[src/rtl/tx_dispatch_if.sv]
// Request and switch-issue bundle between the decoder front end, tx_dispatch and the receive stage.
// master drives requests and switch occupancy; slave is the dispatcher.
interface tx_dispatch_if #(
    parameter int NUM_SW_INST = 5,
    parameter int W_WIDTH     = 8,
    parameter int A_WIDTH     = 8
);
    logic                   req_valid;
    logic                   req_ready;
    logic [7:0]             req_op_id;
    logic [A_WIDTH-1:0]     req_addr;
    logic                   req_wr;
    logic [W_WIDTH-1:0]     req_wr_data;
    logic [NUM_SW_INST-1:0] sw_busy;
    logic [NUM_SW_INST-1:0] sel_en;
    logic [7:0]             op_id;
    logic [A_WIDTH-1:0]     addr_out;
    logic                   wr_out;
    logic [W_WIDTH-1:0]     wr_data_out;

    modport master (
        output req_valid, req_op_id, req_addr, req_wr, req_wr_data, sw_busy,
        input  req_ready, sel_en, op_id, addr_out, wr_out, wr_data_out
    );

    modport slave (
        input  req_valid, req_op_id, req_addr, req_wr, req_wr_data, sw_busy,
        output req_ready, sel_en, op_id, addr_out, wr_out, wr_data_out
    );
endinterface

[src/rtl/tx_dispatch.sv]
// Buffers decoder requests and issues each, in order, to the lowest-index idle switch (2-cycle min latency).
// req_ready drops only when the buffer is full; the head waits while every switch is busy.
module tx_dispatch #(
    parameter int NUM_SW_INST = 5,
    parameter int W_WIDTH     = 8,
    parameter int A_WIDTH     = 8,
    parameter int FIFO_DEPTH  = 4
) (
    input  logic                          clk,
    input  logic                          rst,
    tx_dispatch_if.slave                  bus,
    output logic [$clog2(FIFO_DEPTH):0]   fifo_count,
    output logic [15:0]                   issued_cnt
);
    localparam int PW = $clog2(FIFO_DEPTH);
    localparam int CW = PW + 1;

    typedef struct packed {
        logic [7:0]         op_id;
        logic [A_WIDTH-1:0] addr;
        logic               wr;
        logic [W_WIDTH-1:0] wr_data;
    } req_t;

    req_t                   mem [FIFO_DEPTH];
    req_t                   head;
    logic [PW-1:0]          wr_ptr;
    logic [PW-1:0]          rd_ptr;
    logic                   push;
    logic                   pop;
    logic [NUM_SW_INST-1:0] free;
    logic [NUM_SW_INST-1:0] pick;

    assign bus.req_ready = (fifo_count != CW'(FIFO_DEPTH));
    assign push          = bus.req_valid && bus.req_ready;
    assign head          = mem[rd_ptr];

    // sw_busy lags a select by one cycle, so the switch being selected right now is masked too
    assign free = ~bus.sw_busy & ~bus.sel_en;
    assign pick = free & (~free + NUM_SW_INST'(1));
    assign pop  = (fifo_count != '0) && (free != '0);

    always_ff @(posedge clk) begin
        if (push) begin
            mem[wr_ptr] <= '{op_id:   bus.req_op_id,
                             addr:    bus.req_addr,
                             wr:      bus.req_wr,
                             wr_data: bus.req_wr_data};
        end
    end

    always_ff @(posedge clk) begin
        if (rst) begin
            wr_ptr          <= '0;
            rd_ptr          <= '0;
            fifo_count      <= '0;
            issued_cnt      <= '0;
            bus.sel_en      <= '0;
            bus.op_id       <= '0;
            bus.addr_out    <= '0;
            bus.wr_out      <= 1'b0;
            bus.wr_data_out <= '0;
        end else begin
            if (push) begin
                wr_ptr <= wr_ptr + PW'(1);
            end
            if (pop) begin
                rd_ptr <= rd_ptr + PW'(1);
            end
            case ({push, pop})
                2'b10:   fifo_count <= fifo_count + CW'(1);
                2'b01:   fifo_count <= fifo_count - CW'(1);
                default: fifo_count <= fifo_count;
            endcase

            bus.sel_en <= pop ? pick : '0;
            // payload holds its last issued value between issues
            if (pop) begin
                bus.op_id       <= head.op_id;
                bus.addr_out    <= head.addr;
                bus.wr_out      <= head.wr;
                bus.wr_data_out <= head.wr_data;
                issued_cnt      <= issued_cnt + 16'd1;
            end
        end
    end
endmodule

[src/flat_wrapper.sv]
// flat-port wrapper written by rule: the top's interface ports become plain ports
module tx_dispatch_flat 
#(
    parameter int NUM_SW_INST = 5,
    parameter int W_WIDTH     = 8,
    parameter int A_WIDTH     = 8,
    parameter int FIFO_DEPTH  = 4
)
  (clk, rst, fifo_count, issued_cnt, bus_req_valid, bus_req_op_id, bus_req_addr, bus_req_wr, bus_req_wr_data, bus_sw_busy, bus_req_ready, bus_sel_en, bus_op_id, bus_addr_out, bus_wr_out, bus_wr_data_out);
  tx_dispatch_if #(.NUM_SW_INST(NUM_SW_INST), .W_WIDTH(W_WIDTH), .A_WIDTH(A_WIDTH)) bus_i ();
  input  logic clk;
  input  logic rst;
  output logic [$clog2(FIFO_DEPTH):0] fifo_count;
  output logic [15:0] issued_cnt;
  input wire logic [$bits(bus_i.req_valid)-1:0] bus_req_valid;
  input wire logic [$bits(bus_i.req_op_id)-1:0] bus_req_op_id;
  input wire logic [$bits(bus_i.req_addr)-1:0] bus_req_addr;
  input wire logic [$bits(bus_i.req_wr)-1:0] bus_req_wr;
  input wire logic [$bits(bus_i.req_wr_data)-1:0] bus_req_wr_data;
  input wire logic [$bits(bus_i.sw_busy)-1:0] bus_sw_busy;
  output wire logic [$bits(bus_i.req_ready)-1:0] bus_req_ready;
  output wire logic [$bits(bus_i.sel_en)-1:0] bus_sel_en;
  output wire logic [$bits(bus_i.op_id)-1:0] bus_op_id;
  output wire logic [$bits(bus_i.addr_out)-1:0] bus_addr_out;
  output wire logic [$bits(bus_i.wr_out)-1:0] bus_wr_out;
  output wire logic [$bits(bus_i.wr_data_out)-1:0] bus_wr_data_out;
  assign bus_i.req_valid = bus_req_valid;
  assign bus_i.req_op_id = bus_req_op_id;
  assign bus_i.req_addr = bus_req_addr;
  assign bus_i.req_wr = bus_req_wr;
  assign bus_i.req_wr_data = bus_req_wr_data;
  assign bus_i.sw_busy = bus_sw_busy;
  assign bus_req_ready = bus_i.req_ready;
  assign bus_sel_en = bus_i.sel_en;
  assign bus_op_id = bus_i.op_id;
  assign bus_addr_out = bus_i.addr_out;
  assign bus_wr_out = bus_i.wr_out;
  assign bus_wr_data_out = bus_i.wr_data_out;
  tx_dispatch #(.NUM_SW_INST(NUM_SW_INST), .W_WIDTH(W_WIDTH), .A_WIDTH(A_WIDTH), .FIFO_DEPTH(FIFO_DEPTH)) u_core (.clk(clk), .rst(rst), .bus(bus_i), .fifo_count(fifo_count), .issued_cnt(issued_cnt));
endmodule
[config.mk]
export PLATFORM = sky130hd
export DESIGN_NAME = tx_dispatch_flat
export DESIGN_NICKNAME = d
export VERILOG_FILES = /design/src/rtl/tx_dispatch_if.sv /design/src/rtl/tx_dispatch.sv /design/src/flat_wrapper.sv
export SDC_FILE = /design/constraint.sdc
export NUM_CORES = 1
export LEC_CHECK = 0
export BUFFER_PORTS_ARGS = -buffer_cell sky130_fd_sc_hd__buf_4
export CELL_PAD_IN_SITES_DETAIL_PLACEMENT = 2
export CELL_PAD_IN_SITES_GLOBAL_PLACEMENT = 2
export CORE_MARGIN = 3
export CORE_UTILIZATION = 40
export CTS_CLUSTER_DIAMETER = 40
export CTS_CLUSTER_SIZE = 8
export DETAILED_ROUTE_END_ITERATION = 8
export PLACE_DENSITY_LB_ADDON = 0.1
export SETUP_SLACK_MARGIN = 0.02
export SYNTH_ARGS = -nofsm -noshare
export SYNTH_HDL_FRONTEND = slang
export SYNTH_SLANG_ARGS = --single-unit
[constraint.sdc]
create_clock -name clk -period 7.2 [get_ports clk]
set_input_delay 1.08 -clock clk [delete_from_list [all_inputs] [get_ports clk]]
set_output_delay 1.08 -clock clk [all_outputs]
set_load 0.01 [all_outputs]
== After elaboration in Yosys (flattened, before gate mapping) ==
Memory sizes are Yosys's and may differ from the RTL's. A register that Yosys moved wholly into a read port is not among the register bits.
Cells that the tools add are included.

* Register bits after elaboration: 28
* Bits in writable memories: 100
* Input bits: 33
* Output and inout bits: 50
* Logic and storage cells: 30
* Memories: 1

* Add/sub/neg operators: 6
* Equal/unequal tests: 3
* Multiplexer cells: 3
* Bitwise operators: 6
* Reductions and logical operators: 6

{| class="wikitable"
|+ Memories
! memory !! words !! bits a word !! read ports !! clocked after Yosys merged registers in !! wr ports !! RTL line !! RTL
|-
| u_core.mem || 4 || 25 || 1 || 1 || 1 || tx_dispatch.sv:25 || <nowiki>req_t mem [FIFO_DEPTH];</nowiki>
|}

{| class="wikitable"
|+ Operators with widths
! cell !! number
|-
| 16-bit by 1-bit adder with 16-bit output, second input constant || 1
|-
| 5-bit NOT || 3
|-
| 5-bit AND || 2
|-
| 3-bit one-hot mux with 2 select lines || 1
|-
| 5-bit by 1-bit adder with 5-bit output, second input constant || 1
|-
| 5-bit nonzero test || 1
|-
| 2-bit by 1-bit adder with 2-bit output, second input constant || 2
|-
| 3-bit by 1-bit adder with 3-bit output, second input constant || 1
|-
| 3-bit inequality test, second input constant || 1
|-
| 3-bit nonzero test || 1
|-
| 3-bit by 1-bit subtractor with 3-bit output, second input constant || 1
|-
| 2-bit by 1-bit equality test with 1-bit output, second input constant || 1
|-
| 2-bit equality test, second input constant || 1
|-
| 1-bit logical AND || 2
|-
| 1-bit two-way mux || 2
|-
| 2-bit nonzero test || 1
|-
| 2-bit OR reduction || 1
|-
| 1-bit NOT || 1
|}

== Logic depth before layout (Yosys ltp) ==
* Word-level depth: 6
* Depth in mapped cells: 10
* Gate-level depth less buffers: 9

== Worst setup path after synthesis ==
Ideal clock, no wire load.

* Path type: input port to flip-flop
* From: in bus_sw_busy[0]
* To: reg u_core.fifo_count[2]
* Setup time: 0.070 ns
* Data arrival time: 2.907 ns
* Data required time: 7.130 ns
* Path slack: 4.222 ns
* Cell stages on the path: 10
* Path buffers: 1
* Cell sequence: o22ai_2 -> o31ai_4 -> inv_2 -> clkbuf_1 -> ha_1 -> inv_1 -> fa_1 -> xor2_1 -> or3_1 -> a21oi_1

* Word-level cells in the longest chain between the ends: 6
* Elaborated cells on any way between the ends: 8
* Classes of those cells: 2 x eq/ne; 1 x mux; 2 x bitwise; 3 x reduce/logical

{| class="wikitable"
|+ RTL lines
! what !! RTL line !! RTL
|-
| start, declared || flat_wrapper.sv:20 || <nowiki>input wire logic [$bits(bus_i.sw_busy)-1:0] bus_sw_busy;</nowiki>
|-
| 5-bit NOT * || tx_dispatch.sv:39 || <nowiki>assign free = ~bus.sw_busy & ~bus.sel_en;</nowiki>
|-
| 5-bit AND * || tx_dispatch.sv:39 ||
|-
| 5-bit nonzero test * || tx_dispatch.sv:41 || <nowiki>assign pop = (fifo_count != '0) && (free != '0);</nowiki>
|-
| 1-bit logical AND * || tx_dispatch.sv:41 ||
|-
| net u_core.pop || tx_dispatch.sv:30 || <nowiki>logic pop;</nowiki>
|-
| 2-bit by 1-bit equality test with 1-bit output or 2-bit equality test (tied branches) || tx_dispatch.sv:70 || <nowiki>case ({push, pop})</nowiki>
|-
| 3-bit one-hot mux with 2 select lines or 2-bit nonzero test (tied branches) || -- ||
|-
| end signal, assigned || tx_dispatch.sv:71 || <nowiki>2'b10: fifo_count <= fifo_count + CW'(1);</nowiki>
|-
| end signal, assigned || tx_dispatch.sv:72 || <nowiki>2'b01: fifo_count <= fifo_count - CW'(1);</nowiki>
|-
| end signal, assigned || tx_dispatch.sv:73 || <nowiki>default: fifo_count <= fifo_count;</nowiki>
|-
| end, declared || tx_dispatch.sv:12 || <nowiki>output logic [$clog2(FIFO_DEPTH):0] fifo_count,</nowiki>
|}

The timed path passes the listed nets; every way through them passes the cells marked *.
A chain may end at the register's enable or synchronous reset.

== Worst setup path after layout ==
* From: in bus_sw_busy[0]
* To: reg u_core.fifo_count[2]

* Word-level cells in the longest chain between the ends: 6
* Elaborated cells on any way between the ends: 8
* Classes of those cells: 2 x eq/ne; 1 x mux; 2 x bitwise; 3 x reduce/logical

{| class="wikitable"
|+ RTL lines
! what !! RTL line
|-
| 5-bit NOT * || tx_dispatch.sv:39
|-
| 5-bit AND * || tx_dispatch.sv:39
|-
| 5-bit nonzero test * || tx_dispatch.sv:41
|-
| 1-bit logical AND * || tx_dispatch.sv:41
|-
| 2-bit by 1-bit equality test with 1-bit output or 2-bit equality test (tied branches) || tx_dispatch.sv:70
|-
| 3-bit one-hot mux with 2 select lines or 2-bit nonzero test (tied branches) || --
|}

Mark *: on every way between the ends. The rest lies on a longest branch, timed or not.

==> summary.txt <==
Yosys
  – Share of the synthesized area in the top cell type: between 50% and 60%
  – Compound-cell area share of the yosys netlist: 6.59%
  – Synth Area in Simple Gates: 9.67%
  – Post-synthesis sequential area ratio: ~69%
  – Syn avg cell area: approximately 15 µm²
  – Ys Warns: 0
  – Most used DFF post-synth: edfxtp_1
  – Synth unique cells: 43
  – Main combinational cell family by area after synthesis: multiplexers
  – Synth Instances: ~390
  – Yosys top cell by area: edfxtp_1
  – FF+latch count, synth: ~150
  – Async S/R FF share, synth: 0%
  – Xor and xnor area share after synthesis: less than 1%
  – Post-synthesis adder-cell area fraction: 1.61%
  – Number of enable flip-flop cells after synthesis: 100
  – Synthesized cell area: between 5000 and 6000 µm²
  – Syn Nets: around 430
  – Top cells by area, synth: edfxtp_1, dfxtp_1, mux4_2
  – Post-synthesis mux area share: under 10%

Worst setup path
  – Worst R2R Start: u_core.bus.sel_en[1]$_SDFF_PP0_
  – Max incr delay on CP: between 0.4 and 0.5 ns
  – Crit-path cells: buf_4 > o22ai_2 > o31ai_4 > inv_2 > ha_1 > inv_1 > fa_1 > xor2_1 > or3_1 > a21oi_1
  – Slowest-stage cell, CP: inv_2
  – Delay-heaviest family, CP: adder cells
  – Critical Path RT: roughly 7.5 ns
  – CP endpoint kind: flip-flop
  – Flop-to-flop setup slack: 4.55 ns
  – Peak fanout along the critical path: 29
  – Startpoint types: primary input
  – Worst R2R End: u_core.fifo_count[2]$_SDFFE_PP0P_
  – WP data arrival: between 3 and 4 ns
  – CP Buf/Inv Count: 3
  – Type of the worst setup path: in2reg
  – Worst r2r path cells: 9

Floorplanning
  – Starting density of the core: about two fifths
  – Die height: 127 µm
  – I/O pin total: 83
  – # rows: 43
  – Core Box Area: around 14000 µm²
  – Die W: 127 µm
  – Die area: between 15000 and 20000 µm²

Place
  – Dpl hpwl: between 8 and 9 mm
  – IO buf count: slightly above 80
  – Area post-placement: around 6700 µm²
  – Placer congestion estimate: just under 0.7
  – Pre-CTS setup slack: approximately 3.7 ns

STA
  – Measured slew at the worst slew-check pin: a little over 1 ns
  – Crit path time final: between 3 and 4 ns
  – Final Max Tran Viols: 0
  – Final WS setup: slightly above 4 ns
  – Count of final hold-check violations: 0
  – Final Skew: 0.00583 ns
  – Final setup viols: 0
  – Unrepaired setup endpoints after global routing: false
  – Setup TNS: 0 ns
  – Slew headroom: 31.6%
  – Peak Freq: roughly 330 MHz
  – Tcrit/Tclk final: 42.5%

Clock tree
  – CTS tree: done
  – CTS sink count: ~150
  – # hold bufs at CTS: 0
  – Post-cts sizing count: 0
  – Clock-pin slew on the worst setup and hold paths: approximately 0.06 ns
  – Num CTS Buffers: 17
  – Root buffer cell: clkbuf_16
  – Clock Latency Late Sink: 0.41 ns
  – Clock buffer depth: 2
  – CTS H-tree lvls: 4
  – Post-CTS Setup Bufs: 0

Power and ir drop
  – Clock Power Share: between 30% and 40%
  – Switching Share: between 20% and 30%
  – Pint: between 1.5 and 2 mW
  – P per Cell Area: ~380 nW/µm²
  – Maximum VDD drop: 0.000166 V
  – Seq pwr share: between 40% and 50%
  – Logic pwr share: 25.1%
  – LEAKAGE: roughly 2.6 nW
  – Psw: ~0.83 mW

GRT
  – Total grt overflow: 0
  – Vias in the first global route: 4044
  – Largest net degree at the start of global routing: 52
  – Initial antenna violation count: 0
  – Gr usage total: a little under a fifth
  – First-pass GRT wire length: around 22 mm

Detailed routing
  – Max layer used: met4
  – Via count: 3558
  – Routed vias/inst: about 5.3
  – WL/cell: between 20 and 25 µm
  – Metal2 WL: around 7.5 mm
  – Routed Antenna Nets: 0
  – Drt total wl: approximately 14 mm
  – Drt initial violations: approximately 190
  – DRC errors left: 0
  – Routed met3 length: around 500 µm
  – Drt pass-1 iters: 4
  – Routed met1 length: just under 6 mm

Min path
  – Sink of the worst hold path: u_core.bus.op_id[2]$_SDFFE_PP0P_
  – Hold wc startpoint: u_core.bus.op_id[2]$_SDFFE_PP0P_
  – Hold path depth: 2
  – Hold/Removal Path Class: reg2reg

Cells and area
  – Final #Nets: between 500 and 600
  – Design area: approximately 7200 µm²
  – ANT cells: 0
  – Share of cells above drive strength 1: just over 30%
  – Commonest non-fill, non-tap cell in the layout: edfxtp_1
  – Most frequent cells in the layout: edfxtp_1, buf_4, nand2_1, dfxtp_1, a21oi_1
  – Synthesis-to-finish area growth: 23.0%

Flow run
  – Max-Cap Viols: 0

Run status
  – Status: completed
## layer usage
metal	vias to the layer above	GRT usage (%)
met5	-	0
met4	0	4.61
met3	9	4.72
met2	63	32.8
met1	1826	21.7
li1	1660	-
## synthesized netlist by cell type (2+ instances only)
cell	instances
nor4_1	2
xnor2_1	3
ha_1	6
nand3_1	3
or4_1	7
buf_4	6
dfxtp_1	53
a21oi_1	43
xor2_1	2
nand4_1	2
clkbuf_1	8
nor2_1	8
buf_2	3
or3_1	9
o21ai_0	9
o31ai_1	6
mux4_2	25
edfxtp_1	100
inv_1	10
buf_6	2
nor3_1	4
nand2_1	58
and3_1	5
## state kept, by name (all words and copies together) (netlist names)
| name | flops |
|---|---|
| u_core.bus.addr_out | 8 |
| u_core.wr_ptr | 2 |
| u_core.bus.sel_en | 5 |
| u_core.rd_ptr | 2 |
| u_core.bus.op_id | 8 |
| u_core.mem | 100 |
| u_core.bus.wr_data_out | 8 |
| u_core.fifo_count | 3 |
| u_core.issued_cnt | 16 |
| u_core.bus.wr_out | 1 |
## cell type report
| class | instances | area, µm² |
|---|---|---|
| Fill cell | 1332 | 6910 |
| Clock buffer | 21 | 450 |
| Sequential cell | 153 | 4070 |
| Timing Repair Buffer | 88 | 661 |
| Multi-Input combinational cell | 211 | 1670 |
| Inverter | 11 | 41.3 |
| Clock inverter | 11 | 128 |
| Tap cell | 180 | 225 |
## worst max-delay path by stage
| stage | start | to | slack, ns | depth (start not counted) |
|---|---|---|---|---|
| global route | bus_sw_busy[1] | u_core.fifo_count[2]$_SDFFE_PP0P_ | 3.95 | 10 |
| global placement | bus_sw_busy[1] | u_core.fifo_count[2]$_SDFFE_PP0P_ | 3.81 | 10 |
| CTS | bus_sw_busy[0] | u_core.fifo_count[2]$_SDFFE_PP0P_ | 4.12 | 10 |
| finish | bus_sw_busy[0] | u_core.fifo_count[2]$_SDFFE_PP0P_ | 4.14 | 10 |
| floorplan | bus_sw_busy[0] | u_core.fifo_count[2]$_SDFFE_PP0P_ | 4.22 | 10 |
| detailed placement | bus_sw_busy[0] | u_core.fifo_count[2]$_SDFFE_PP0P_ | 3.69 | 10 |
## logic make-up (layout without fill, tap and decap cells)
logic type	after synthesis	in the layout
flops	153	153
simple gates	109	109
compound gates	64	64
buf+inv	30	131
mux	26	26
fa+ha+maj	7	7
xor+xnor	5	5
## worst register-to-register path: stages (launching register included)
cell,delay (ns)
dfxtp_1,0.35
o22ai_4,0.26
o31ai_4,0.11
inv_2,0.47
ha_1,0.31
inv_1,0.07
fa_1,0.37
xor2_1,0.16
or3_1,0.32
a21oi_1,0.15
## stage by stage
step                      power (mW)  std cells  utilization [%]  hold slack [ns]
after floorplan                 1.65        394                -            0.469
after global placement          1.88        643             47.1            0.443
after detailed placement        1.92        643             47.1            0.452
after CTS                       2.81        675             51.2            0.460
after global routing            2.93        675             51.2            0.477
final                           2.76        675             51.2            0.455
## power groups by stage
stage / clock, mW / combinational, mW / sequential [mW]
finish: 0.873 / 0.693 / 1.19
global placement: 0 / 0.677 / 1.20
floorplan: 0 / 0.460 / 1.19
detailed placement: 0 / 0.705 / 1.22
CTS: 0.898 / 0.715 / 1.20
global route: 0.936 / 0.772 / 1.22
No activity file was read; power rests on OpenSTA's default activity.
